<file path="config.mk">
export PLATFORM = sky130hd
export DESIGN_NAME = emmc_resp_rx
export DESIGN_NICKNAME = d
export VERILOG_FILES = /design/src/rtl/emmc_resp_rx.sv
export SDC_FILE = /design/constraint.sdc
export NUM_CORES = 1
export LEC_CHECK = 0
export BUFFER_PORTS_ARGS = -buffer_cell sky130_fd_sc_hd__buf_2
export CORE_AREA = 2 2 127 129
export DETAILED_ROUTE_END_ITERATION = 7
export DIE_AREA = 0 0 129 131
export GPL_ROUTABILITY_DRIVEN = 0
export GPL_TIMING_DRIVEN = 0
export HOLD_SLACK_MARGIN = 0.02
export PLACE_DENSITY = 0.69
export SLEW_MARGIN = 20
export SYNTH_ARGS = -nofsm -noshare
export SYNTH_HDL_FRONTEND = slang
export SYNTH_SLANG_ARGS = --single-unit
</file>
<file path="constraint.sdc">
create_clock -name clk -period 6.33 [get_ports clk]
set_input_delay 0.633 -clock clk [delete_from_list [all_inputs] [get_ports clk]]
set_output_delay 0.633 -clock clk [all_outputs]
set_load 0.01 [all_outputs]
</file>
<file path="src/rtl/emmc_resp_rx.sv">
// eMMC CMD-line response receiver: Ncr wait, 48/136-bit framing,
// CRC7 check and field split for the command controller.
module emmc_resp_rx #(
  parameter int NCR_MAX    = 64,
  parameter int RESP_WIDTH = 128
) (
  input  logic                  clk,
  input  logic                  rst,
  input  logic                  clk_en_i,
  input  logic                  cmd_i,
  input  logic                  start_i,
  input  logic                  long_i,
  input  logic                  crc_chk_i,
  input  logic                  abort_i,
  output logic                  busy_o,
  output logic                  done_o,
  output logic [5:0]            idx_o,
  output logic [RESP_WIDTH-1:0] resp_o,
  output logic                  crc_err_o,
  output logic                  frame_err_o,
  output logic                  timeout_o
);

  localparam int CNT_W = $clog2(NCR_MAX + 1);
  localparam logic [CNT_W-1:0] NCR_CAP  = CNT_W'(NCR_MAX);
  localparam logic [CNT_W-1:0] NCR_LAST = CNT_W'(NCR_MAX - 1);

  typedef enum logic [1:0] {
    S_IDLE,
    S_WAIT,
    S_RECV,
    S_DONE
  } state_t;

  state_t                state_q, state_d;
  logic [7:0]            bit_q, bit_d;
  logic [CNT_W-1:0]      ncr_q, ncr_d;
  logic                  long_q, long_d;
  logic                  chk_q, chk_d;
  logic [6:0]            crc_q, crc_d;
  logic [6:0]            crx_q, crx_d;
  logic [5:0]            idx_q, idx_d;
  logic [RESP_WIDTH-1:0] resp_q, resp_d;
  logic                  cerr_q, cerr_d;
  logic                  ferr_q, ferr_d;
  logic                  tout_q, tout_d;
  logic [7:0]            last_bit;
  logic                  arm;

  function automatic logic [6:0] crc7_step(input logic [6:0] c,
                                           input logic d);
    logic fb;
    fb = c[6] ^ d;
    return {c[5:0], 1'b0} ^ {3'b000, fb, 2'b00, fb};
  endfunction

  assign last_bit = long_q ? 8'd135 : 8'd47;
  assign arm      = (state_q == S_IDLE) & start_i & ~abort_i;

  always_ff @(posedge clk or posedge rst) begin
    if (rst) begin
      state_q <= S_IDLE;
      bit_q   <= '0;
      ncr_q   <= '0;
      long_q  <= 1'b0;
      chk_q   <= 1'b0;
      crc_q   <= '0;
      crx_q   <= '0;
      idx_q   <= '0;
      resp_q  <= '0;
      cerr_q  <= 1'b0;
      ferr_q  <= 1'b0;
      tout_q  <= 1'b0;
    end else begin
      state_q <= state_d;
      bit_q   <= bit_d;
      ncr_q   <= ncr_d;
      long_q  <= long_d;
      chk_q   <= chk_d;
      crc_q   <= crc_d;
      crx_q   <= crx_d;
      idx_q   <= idx_d;
      resp_q  <= resp_d;
      cerr_q  <= cerr_d;
      ferr_q  <= ferr_d;
      tout_q  <= tout_d;
    end
  end

  always_comb begin
    state_d = state_q;
    if (abort_i) begin
      state_d = S_IDLE;
    end else begin
      unique case (state_q)
        S_IDLE: if (start_i) state_d = S_WAIT;
        S_WAIT: begin
          if (clk_en_i) begin
            if (!cmd_i)                 state_d = S_RECV;
            else if (ncr_q == NCR_LAST) state_d = S_DONE;
          end
        end
        S_RECV: begin
          if (clk_en_i && bit_q == last_bit) state_d = S_DONE;
        end
        S_DONE: state_d = S_IDLE;
        default: state_d = S_IDLE;
      endcase
    end
  end

  always_comb begin
    busy_o = (state_q == S_WAIT) | (state_q == S_RECV);
    done_o = (state_q == S_DONE);
  end

  always_comb begin
    bit_d  = bit_q;
    ncr_d  = ncr_q;
    long_d = long_q;
    chk_d  = chk_q;
    crc_d  = crc_q;
    crx_d  = crx_q;
    idx_d  = idx_q;
    resp_d = resp_q;
    cerr_d = cerr_q;
    ferr_d = ferr_q;
    tout_d = tout_q;
    if (arm) begin
      long_d = long_i;
      // R2 frames are always CRC-checked
      chk_d  = crc_chk_i | long_i;
      bit_d  = '0;
      ncr_d  = '0;
      crc_d  = '0;
      crx_d  = '0;
      idx_d  = '0;
      resp_d = '0;
      cerr_d = 1'b0;
      ferr_d = 1'b0;
      tout_d = 1'b0;
    end else if (!abort_i && clk_en_i && state_q == S_WAIT) begin
      if (!cmd_i) begin
        bit_d = 8'd1;
      end else begin
        if (ncr_q != NCR_CAP) ncr_d = ncr_q + 1'b1;
        if (ncr_q == NCR_LAST) tout_d = 1'b1;
      end
    end else if (!abort_i && clk_en_i && state_q == S_RECV) begin
      bit_d = bit_q + 8'd1;
      if (bit_q == 8'd1 && cmd_i) ferr_d = 1'b1;
      if (!long_q && bit_q >= 8'd2 && bit_q <= 8'd7)
        idx_d = {idx_q[4:0], cmd_i};
      if (bit_q >= 8'd8 && bit_q <= (long_q ? 8'd134 : 8'd39))
        resp_d = {resp_q[RESP_WIDTH-2:0], cmd_i};
      // start bit is 0 and leaves a zero CRC unchanged
      if (long_q ? (bit_q >= 8'd8 && bit_q <= 8'd127) : (bit_q <= 8'd39))
        crc_d = crc7_step(crc_q, cmd_i);
      if (long_q ? (bit_q >= 8'd128 && bit_q <= 8'd134)
                 : (bit_q >= 8'd40 && bit_q <= 8'd46))
        crx_d = {crx_q[5:0], cmd_i};
      if (bit_q == last_bit) begin
        if (!cmd_i) ferr_d = 1'b1;
        cerr_d = chk_q & (crc_q != crx_q);
        if (long_q) begin
          idx_d  = 6'h3F;
          resp_d = {resp_q[RESP_WIDTH-2:0], 1'b0};
        end
      end
    end
  end

  assign idx_o       = idx_q;
  assign resp_o      = resp_q;
  assign crc_err_o   = cerr_q;
  assign frame_err_o = ferr_q;
  assign timeout_o   = tout_q;

endmodule
</file>
# After elaboration in Yosys (flattened, before gate mapping)
# Index checks and enable logic that the tools add are counted.
# Widths: inputs -> output; s select.
dict set report word_totals {
  input_bits 8
  reg_bits 170
  out_inout_bits 139
  word_cells 130
}
dict set report op_classes {
  n_lt_le_gt_ge 10
  bitwise_logic 8
  muxes 53
  n_reduce_logical 31
  n_eq_ne 14
  addsub 2
}
# operator n
set ops {}
lappend ops {{$mux 128} 6}
lappend ops {{$mux 7} 12}
lappend ops {{$mux 8} 6}
lappend ops {{$mux 6} 6}
lappend ops {{$le 8x6->1 const B} 2}
lappend ops {{$mux 1} 16}
lappend ops {{$reduce_bool 2->1} 8}
lappend ops {{$reduce_and 3->1} 5}
lappend ops {{$mux 2} 6}
lappend ops {{$ne 3x3->1 const B} 4}
lappend ops {{$logic_and 1x1->1} 11}
lappend ops {{$add 8x1->8 const B} 1}
lappend ops {{$eq 8x1->1 const B} 1}
lappend ops {{$eq 8x8->1} 1}
lappend ops {{$ge 8x2->1 const B} 1}
lappend ops {{$ge 8x4->1 const B} 1}
lappend ops {{$ge 8x6->1 const B} 1}
lappend ops {{$ge 8x8->1 const B} 1}
lappend ops {{$le 8x3->1 const B} 1}
lappend ops {{$le 8x7->1 const B} 1}
lappend ops {{$le 8x8->1} 1}
lappend ops {{$le 8x8->1 const B} 1}
lappend ops {{$pmux 2 s4} 1}
lappend ops {{$add 7x1->7 const B} 1}
lappend ops {{17 further kinds} 23}

# Longest topological paths before layout
# Gate-level depths: netlist (run 1).
dict set report logic_depth {
  depth_word 9
  depth_mapped 11
  depth_no_buf 7
}

# Least setup slack after synthesis (run 1)
# OpenSTA, ideal clock, no wires.
dict set report synth_path {
  path_type {reg2reg}
  startpoint {register long_q}
  endpoint {register resp_q[10] (netlist: resp_o[10])}
  t_arrival_ns 2.219
  setup_time_ns 0.079
  setup_slack_ns 4.032
  stages_incl_launch_ff 11
  t_required_ns 6.251
  synth_period_minus_slack_ns 2.298
  n_path_buf 3
  cell_sequence {dfrtp_1 inv_1 ha_1 and4bb_1 nand3_1 or3_1 a21oi_1 buf_4 buf_12 buf_6 mux2i_1}
}
dict set report synth_between {
  elab_chain_len 9
  elab_cells_between_ends 11
  cone_classes {order compare (1); eq/ne (1); mux (8); reduce/logical (1)}
}
# item line
set synth_rtl {}
lappend synth_rtl {{start: declaration} 38} ;# logic long_q, long_d;
lappend synth_rtl {{start signal: assignment} 78} ;# long_q <= long_d;
lappend synth_rtl {{$mux 8} 154} ;# if (bit_q >= 8'd8 && bit_q <= (long_q ? 8'd134 : 8'd39))
lappend synth_rtl {{$le 8x8->1} 154}
lappend synth_rtl {{$logic_and 1x1->1} 154}
lappend synth_rtl {{$mux 128} 154}
lappend synth_rtl {{$mux 128} 165} ;# if (long_q) begin
lappend synth_rtl {{$mux 128 *} 162} ;# if (bit_q == last_bit) begin
lappend synth_rtl {{$mux 128 *} 149} ;# end else if (!abort_i && clk_en_i && state_q == S_RECV) begin
lappend synth_rtl {{$mux 128 *} 142} ;# end else if (!abort_i && clk_en_i && state_q == S_WAIT) begin
lappend synth_rtl {{$mux 128 *} 129} ;# if (arm) begin
lappend synth_rtl {{end signal: assignment} 83} ;# resp_q <= resp_d;
lappend synth_rtl {{end: declaration} 43} ;# logic [RESP_WIDTH-1:0] resp_q, resp_d;
# Every way passes the cells marked *; elsewhere a longest branch is shown, timed or not. The select of a mux whose other input is x is not followed.
# A chain may end at the register's enable or synchronous reset.

# Worst setup path in the final report (run 1)
dict set report layout_path {
  startpoint {register state_q[1]}
  endpoint {register resp_q[15] (netlist: resp_o[15])}
}
dict set report layout_between {
  elab_chain_len 5
  elab_cells_between_ends 11
  cone_classes {eq/ne (3); mux (1); bitwise (2); reduce/logical (5)}
}
# item line
set layout_rtl {}
lappend layout_rtl {{start: declaration} 35} ;# state_t state_q, state_d;
lappend layout_rtl {{start signal: assignment} 75} ;# state_q <= state_d;
lappend layout_rtl {{$logic_not 2->1} 58} ;# assign arm = (state_q == S_IDLE) & start_i & ~abort_i;
lappend layout_rtl {{$and 1x1->1 (2 in a row)} 58}
lappend layout_rtl {{$ne 2x2->1 (no source line) or $reduce_bool 2->1 (tied branches)} --}
lappend layout_rtl {{$reduce_and 2->1 (no source line)} --}
# Several ways; a longest one is shown, not always the timed one.

==> results of run 1 <==
[critical path, cell delays in order, from the launching register on]
cell,delay [ns]
dfrtp_1,0.43
inv_1,0.11
ha_1,0.23
nand2_1,0.19
or2_1,0.13
clkbuf_1,0.54
clkbuf_1,0.49
clkbuf_1,0.38
nand2_1,0.15
mux2i_1,0.17
[power by group through the flow]
| stage | Clock, W | Combinational, W | Sequential, W |
|---|---|---|---|
| after floorplan | 0 | 0.000474 | 0.00117 |
| after global placement | 0 | 0.000582 | 0.00117 |
| after detailed placement | 0 | 0.000603 | 0.00117 |
| after CTS | 0.00101 | 0.000606 | 0.00115 |
| after global routing | 0.00106 | 0.000662 | 0.00116 |
| final | 0.000993 | 0.000602 | 0.00115 |
[flip-flops by register name, indices dropped and copies added (netlist names)]
signal,flops
bit_q,8
chk_q,1
crc_err_o,1
crc_q,7
crx_q,7
frame_err_o,1
idx_o,6
long_q,1
ncr_q,7
resp_o,128
state_q,2
timeout_o,1
[worst paths after layout]
| check | from | end | slack (ns) | depth (start not counted) |
|---|---|---|---|---|
| max reg2reg | state_q[1] | resp_o[15] | 3.43 | 9 |
| min in group clk | long_i | long_q | 0.44 | 3 |
| max in group asynchronous | rst | ncr_q[4] | 5.22 | 3 |
| min | rst | resp_o[24] | 0.33 | 2 |
| min reg2reg | frame_err_o | frame_err_o | 0.52 | 2 |
| max | state_q[1] | resp_o[15] | 3.43 | 9 |
[layout make-up]
| class | instances | area [sq um] |
|---|---|---|
| Buffer | 39 | 229.0 |
| Clock buffer | 18 | 429.2 |
| Clock inverter | 14 | 142.6 |
| Fill cell | 1277 | 6401 |
| Inverter | 13 | 56.30 |
| Multi-Input combinational cell | 447 | 3062 |
| Sequential cell | 170 | 4254 |
| Tap cell | 216 | 270.3 |
| Timing Repair Buffer | 146 | 753.2 |
[kinds of logic after synthesis]
family                   Yosys count  share of synthesized area
AO/OA/AOI/OAI                     65                    0.05866
XOR/XNOR                          16                    0.01846
adder cells (fa/ha/maj)           13                    0.02142
buffers and inverters             52                    0.03658
flip-flops                       170                     0.5602
multiplexers                     136                     0.1793
AND/OR/NAND/NOR                  217                     0.1254
[placed cells by master (no fill, tap or decap), types with 3 or more instances in the layout]
master	count
nor2_1	27
clkbuf_1	24
nor3_1	4
buf_2	147
nand3_1	10
nand4_1	7
o31ai_1	6
a22o_1	7
a21oi_1	18
buf_4	9
clkbuf_16	17
dfrtp_1	170
nand2_1	143
o21ai_1	12
ha_1	13
xor2_1	8
inv_1	12
nor2b_1	6
buf_6	4
clkinvlp_4	3
o21ai_0	3
xnor2_1	8
clkinv_4	4
mux2i_1	136
o221a_1	6
[stage by stage]
| step | cell area, sq um | power (W) | hold slack, ns | util | worst slack (ns) |
|---|---|---|---|---|---|
| finish | 9196 | 0.002748 | 0.3291 | 0.5896 | 3.425 |
| global route | 9196 | 0.002884 | 0.3693 | 0.5896 | 3.159 |
| CTS | 9196 | 0.002773 | 0.3384 | 0.5896 | 3.347 |
| detailed placement | 8625 | 0.001774 | 0.4996 | 0.5529 | 3.367 |
| global placement | 8589 | 0.001752 | 0.4860 | 0.5507 | -0.5147 |
| floorplan | 7594 | 0.001640 | 0.4918 | - | 1.094 |
[routing by layer]
metal / vias up / part of all wire / track usage
met3: 14 / 0.052 / 0.04967
met1: 2721 / 0.45 / 0.2627
met2: 143 / 0.49 / 0.3168
met4: 0 / 0.0090 / 0.05882
li1: 2653 / - / -
met5: - / 0 / 0
==> results.json, run 1 <==
{
  "netlist.area_leader.share": 0.5602,
  "initial_core_util": 0.4868,
  "area_growth_pct": 21.11,
  "syn-num-nets": 690,
  "power_switching_w": 0.0008405,
  "powerDensity_nw_per_um2": 298.8,
  "p_leak_nw": 4.624,
  "synth_common_cells": "170 x dfrtp_1, 143 x nand2_1, 136 x mux2i_1, 27 x nor2_1, 23 x clkbuf_1",
  "antenna-diode-count": 0,
  "avgRoutedWirePerCell_um": 15.46,
  "ant_nets": 0,
  "syn_area_per_cell_sq_um": 11.35,
  "p_int_w": 0.001907,
  "min_period_ns": 2.905,
  "maxCapViolations": 0,
  "cts_buffers": 17,
  "timing.fmax_mhz": 344.2,
  "die_area_sq_um": 16900,
  "worst_ir_drop_vdd_uv": 199.2,
  "clock-root-buffer": "clkbuf_16",
  "ctsHoldBuffers": 0,
  "fin_crit_sh": 0.4589,
  "switching_share": 0.3059,
  "fin_tns_setup_ns": 0,
  "ys_seq_area_frac": 0.5602,
  "grt_pass1_wl_um": 26150,
  "drc": 0,
  "numClockSinks": 170,
  "endpoint_kind": "register",
  "dpl.hpwl_um": 11800,
  "async_flop_share": 1.000,
  "status": "finished, final reports clean",
  "fin_skew_ns": 0.01021,
  "pin_count": 147,
  "cp_max_fo": 10,
  "cts_resized": 0,
  "stdcell_count": 1063,
  "grt_pass1_vias": 5384,
  "start_kind": "register",
  "cts_tree": "yes",
  "timing.final.hold_violations": 0,
  "clkTransAtPathRegs_ns": 0.07,
  "synthCells": 669,
  "htreeDepth": 4,
  "die_width_um": 129,
  "synth-edff-count": 0,
  "first_iter_violations": 381,
  "drive_gt1_frac": 0.2290,
  "first_pass_iters": 5,
  "synthFlopType": "dfrtp_1",
  "min-delay-path-class": "in2async",
  "synth.most_common_cell": "dfrtp_1",
  "io_buffer_count": 145,
  "insertion_delay_ns": 0.42,
  "fp.dieH_um": 131,
  "final_nets": 855,
  "synth.distinct_cells": 46,
  "yosys.area.top_type": "dfrtp_1",
  "relSlewSlack": 0.5284,
  "rows": 46,
  "worst_pin_slew_ns": 0.7073,
  "yosys_warnings": 0,
  "critPathRequiredTime_ns": 6.67,
  "vias": 5531,
  "drt_wl_total_um": 16430,
  "track_usage": 0.1958,
  "grt_max_degree": 94,
  "worst-setup-path-type": "reg2reg",
  "slew_violations": 0,
  "coreArea_sq_um": 15600,
  "combPwrFrac": 0.219,
  "grt_overflow": 0,
  "place_inst": 1031,
  "vias_per_cell": 5.203,
  "synth-seq-cells": 170,
  "cp.arrival_ns": 3.24,
  "cts.path.max_buffers": 2,
  "antenna_found_initial": 0,
  "pwr-share-clk": 0.361,
  "setup_viol": 0,
  "power_frac_seq": 0.419,
  "synthTopCellsByArea": "dfrtp_1 56%, mux2i_1 18%, nand2_1 7.1%",
  "syn_area_sq_um": 7594,
  "cts_setup_buffers": 0,
  "grt_setup_unrepaired": "false"
}
No activity file was read; power rests on OpenSTA's default activity.
==> run 2: changes to the inputs <==
==> constraint.sdc (replaced) <==
create_clock -name clk -period 2.8 [get_ports clk]
set_input_delay 0.28 -clock clk [delete_from_list [all_inputs] [get_ports clk]]
set_output_delay 0.28 -clock clk [all_outputs]
set_load 0.01 [all_outputs]
==> run 2 against run 1 <==
  * Utilization grew 0.60 points
  * Largest cell class unchanged
  * Non-clock buffer count rose by 5
  * Die area unchanged
  * Sequential power grew 130%
  * Cell area up 1.0%
  * Via count rose by 0.40%
  * Global-route usage grew 0.53 points
  * Final cell count grew 0.38%
  * Count of clock-buffer cells in the layout is the same
  * Setup slack worse by 3.3 ns
  * Maximum frequency increased by 10%
  * Critical endpoint is now resp_o[122]
  * Worst hold slack got worse by 0.23 ns
==> results.json, run 2 (synthesized netlist as in run 1, its figures left out) <==
{
  "relSlewSlack": 0.5646,
  "stdcell_count": 1067,
  "grt_pass1_wl_um": 27010,
  "min_period_ns": 2.629,
  "crit_path_top_delay_cell": "dfrtp_2",
  "critPathTopFamily": "simple AND/OR/NAND/NOR gates",
  "worst-path-buf-inv": 4,
  "slew_violations": 0,
  "max_stage_delay_ns": 0.43,
  "pin_count": 147,
  "n_fill_cell": 1309,
  "timing.final.hold_violations": 0,
  "grt_max_degree": 36,
  "crit_chain": "inv_2 -> ha_1 -> and4bb_1 -> nand3_1 -> or3_1 -> a21oi_2 -> buf_6 -> buf_12 -> buf_6 -> mux2i_2",
  "drive_gt1_frac": 0.2432,
  "vias_per_cell": 5.204,
  "fp.dieH_um": 131,
  "grt_setup_unrepaired": "false",
  "multi_input_area_sq_um": 3073,
  "cts_tree": "yes",
  "largest_register_ffs": 128,
  "endpoint_kind": "register",
  "initial_core_util": 0.4868,
  "maxCapViolations": 0,
  "track_usage": 0.2011,
  "highest_layer": "met4",
  "regArea_sq_um": 4255,
  "setup_viol": 0,
  "first_pass_iters": 5,
  "place_inst": 1035,
  "critPathRequiredTime_ns": 3.14,
  "avgRoutedWirePerCell_um": 15.84,
  "final_nets": 860,
  "hold_start": "long_i",
  "cts_buffers": 17,
  "coreArea_sq_um": 15600,
  "powerDensity_nw_per_um2": 671.3,
  "timing.fmax_mhz": 380.4,
  "io_buffer_count": 145,
  "cp.arrival_ns": 2.97,
  "die_area_sq_um": 16900,
  "insertion_delay_ns": 0.42,
  "vias": 5553,
  "met3WireLength_um": 804,
  "layout_common_cells": "169 x dfrtp_1, 147 x buf_2, 143 x nand2_1",
  "hold_ws_ns": 0.09664,
  "reg2reg_from": "long_q",
  "clock-root-buffer": "clkbuf_16",
  "antenna_found_initial": 0,
  "antenna-diode-count": 0,
  "start_kind": "register",
  "ant_nets": 0,
  "drc": 0,
  "p_leak_nw": 4.664,
  "worst_pin_slew_ns": 0.6501,
  "clkTransAtPathRegs_ns": 0.06,
  "wl_met2_um": 8102,
  "dpl.hpwl_um": 12050,
  "numClockSinks": 170,
  "worst_ir_drop_vdd_uv": 443.7,
  "fin_crit_sh": 0.9389,
  "area_growth_pct": 22.34,
  "die_width_um": 129,
  "fin_skew_ns": 0.01102,
  "grt_overflow": 0,
  "drt_wl_total_um": 16910,
  "grt_pass1_vias": 5354,
  "cp_max_fo": 10,
  "worst-setup-path-type": "reg2reg",
  "status": "finished, final reports clean",
  "cts.path.max_buffers": 2,
  "rows": 46,
  "min-delay-path-class": "in2reg",
  "htreeDepth": 4,
  "met1_length_um": 7859,
  "first_iter_violations": 342,
  "worst_path_most_repeated_cell": "buf_6",
  "final_common_cell": "dfrtp_1",
  "startpoint": "long_q"
}
[run 2: worst paths after layout]
check                               to  slack [ns]  cells past startpoint
hold reg to reg              timeout_o        0.51                      2
hold / removal                  long_q         0.1                      3
setup / recovery           resp_o[122]        0.17                     10
max in group asynchronous   resp_o[50]        1.38                      6
min in group asynchronous   resp_o[24]        0.44                      3
setup reg to reg           resp_o[122]        0.17                     10
[run 2: worst register-to-register path: stages (launching register included)]
cell and delay, ns:
dfrtp_2 0.43, inv_2 0.10, ha_1 0.33, and4bb_1 0.25, nand3_1 0.14, or3_1 0.38, a21oi_2 0.18, buf_6 0.18
buf_12 0.16, buf_6 0.18, mux2i_2 0.22
[run 2: power by group]
group | switching (W) | total, W | leakage [nW] | internal (W)
combinational | 0.000833 | 0.00140 | 2.04 | 0.000562
clock | 0.000986 | 0.00224 | 0.267 | 0.00125
sequential | 0.0000795 | 0.00261 | 2.36 | 0.00253
[run 2: per-layer routing]
| layer | vias to the layer above | track usage |
|---|---|---|
| met3 | 14 | 0.04235 |
| met2 | 137 | 0.3212 |
| met5 | - | 0 |
| li1 | 2653 | - |
| met4 | 0 | 0.05946 |
| met1 | 2749 | 0.2795 |
[run 2: per-stage QoR]
| step | total power [W] | setup slack (ns) | utilization | TNS [ns] | cell area [sq um] |
|---|---|---|---|---|---|
| 2_1_floorplan | 0.003709 | 0.3513 | - | 0 | 7597 |
| 3_3_place_gp | 0.003961 | -0.5344 | 0.5509 | -89.57 | 8593 |
| 3_5_place_dp | 0.004028 | -0.1043 | 0.5578 | -2.756 | 8701 |
| 4_1_cts | 0.006284 | 0.01844 | 0.5945 | 0 | 9273 |
| 5_1_grt | 0.006519 | 0.01786 | 0.5956 | 0 | 9290 |
| 6_report | 0.006236 | 0.1710 | 0.5956 | 0 | 9290 |
[run 2: area by class of cell]
class	instances	share of cell area
Timing Repair Buffer	152	0.09158
Sequential cell	170	0.4580
Clock inverter	13	0.01266
Tap cell	216	0.02909
Inverter	13	0.005657
Multi-Input combinational cell	447	0.3308
Clock buffer	18	0.04727
Buffer	38	0.02492
[run 2: repair_timing]
action / CTS / global route
gates resized for setup: 3 / 7
endpoints found under the hold margin: 19 / 0
hold buffers: 1 / 0
setup buffers: 0 / 1
pin swaps: 0 / 1
endpoints found under the setup margin: 48 / 116
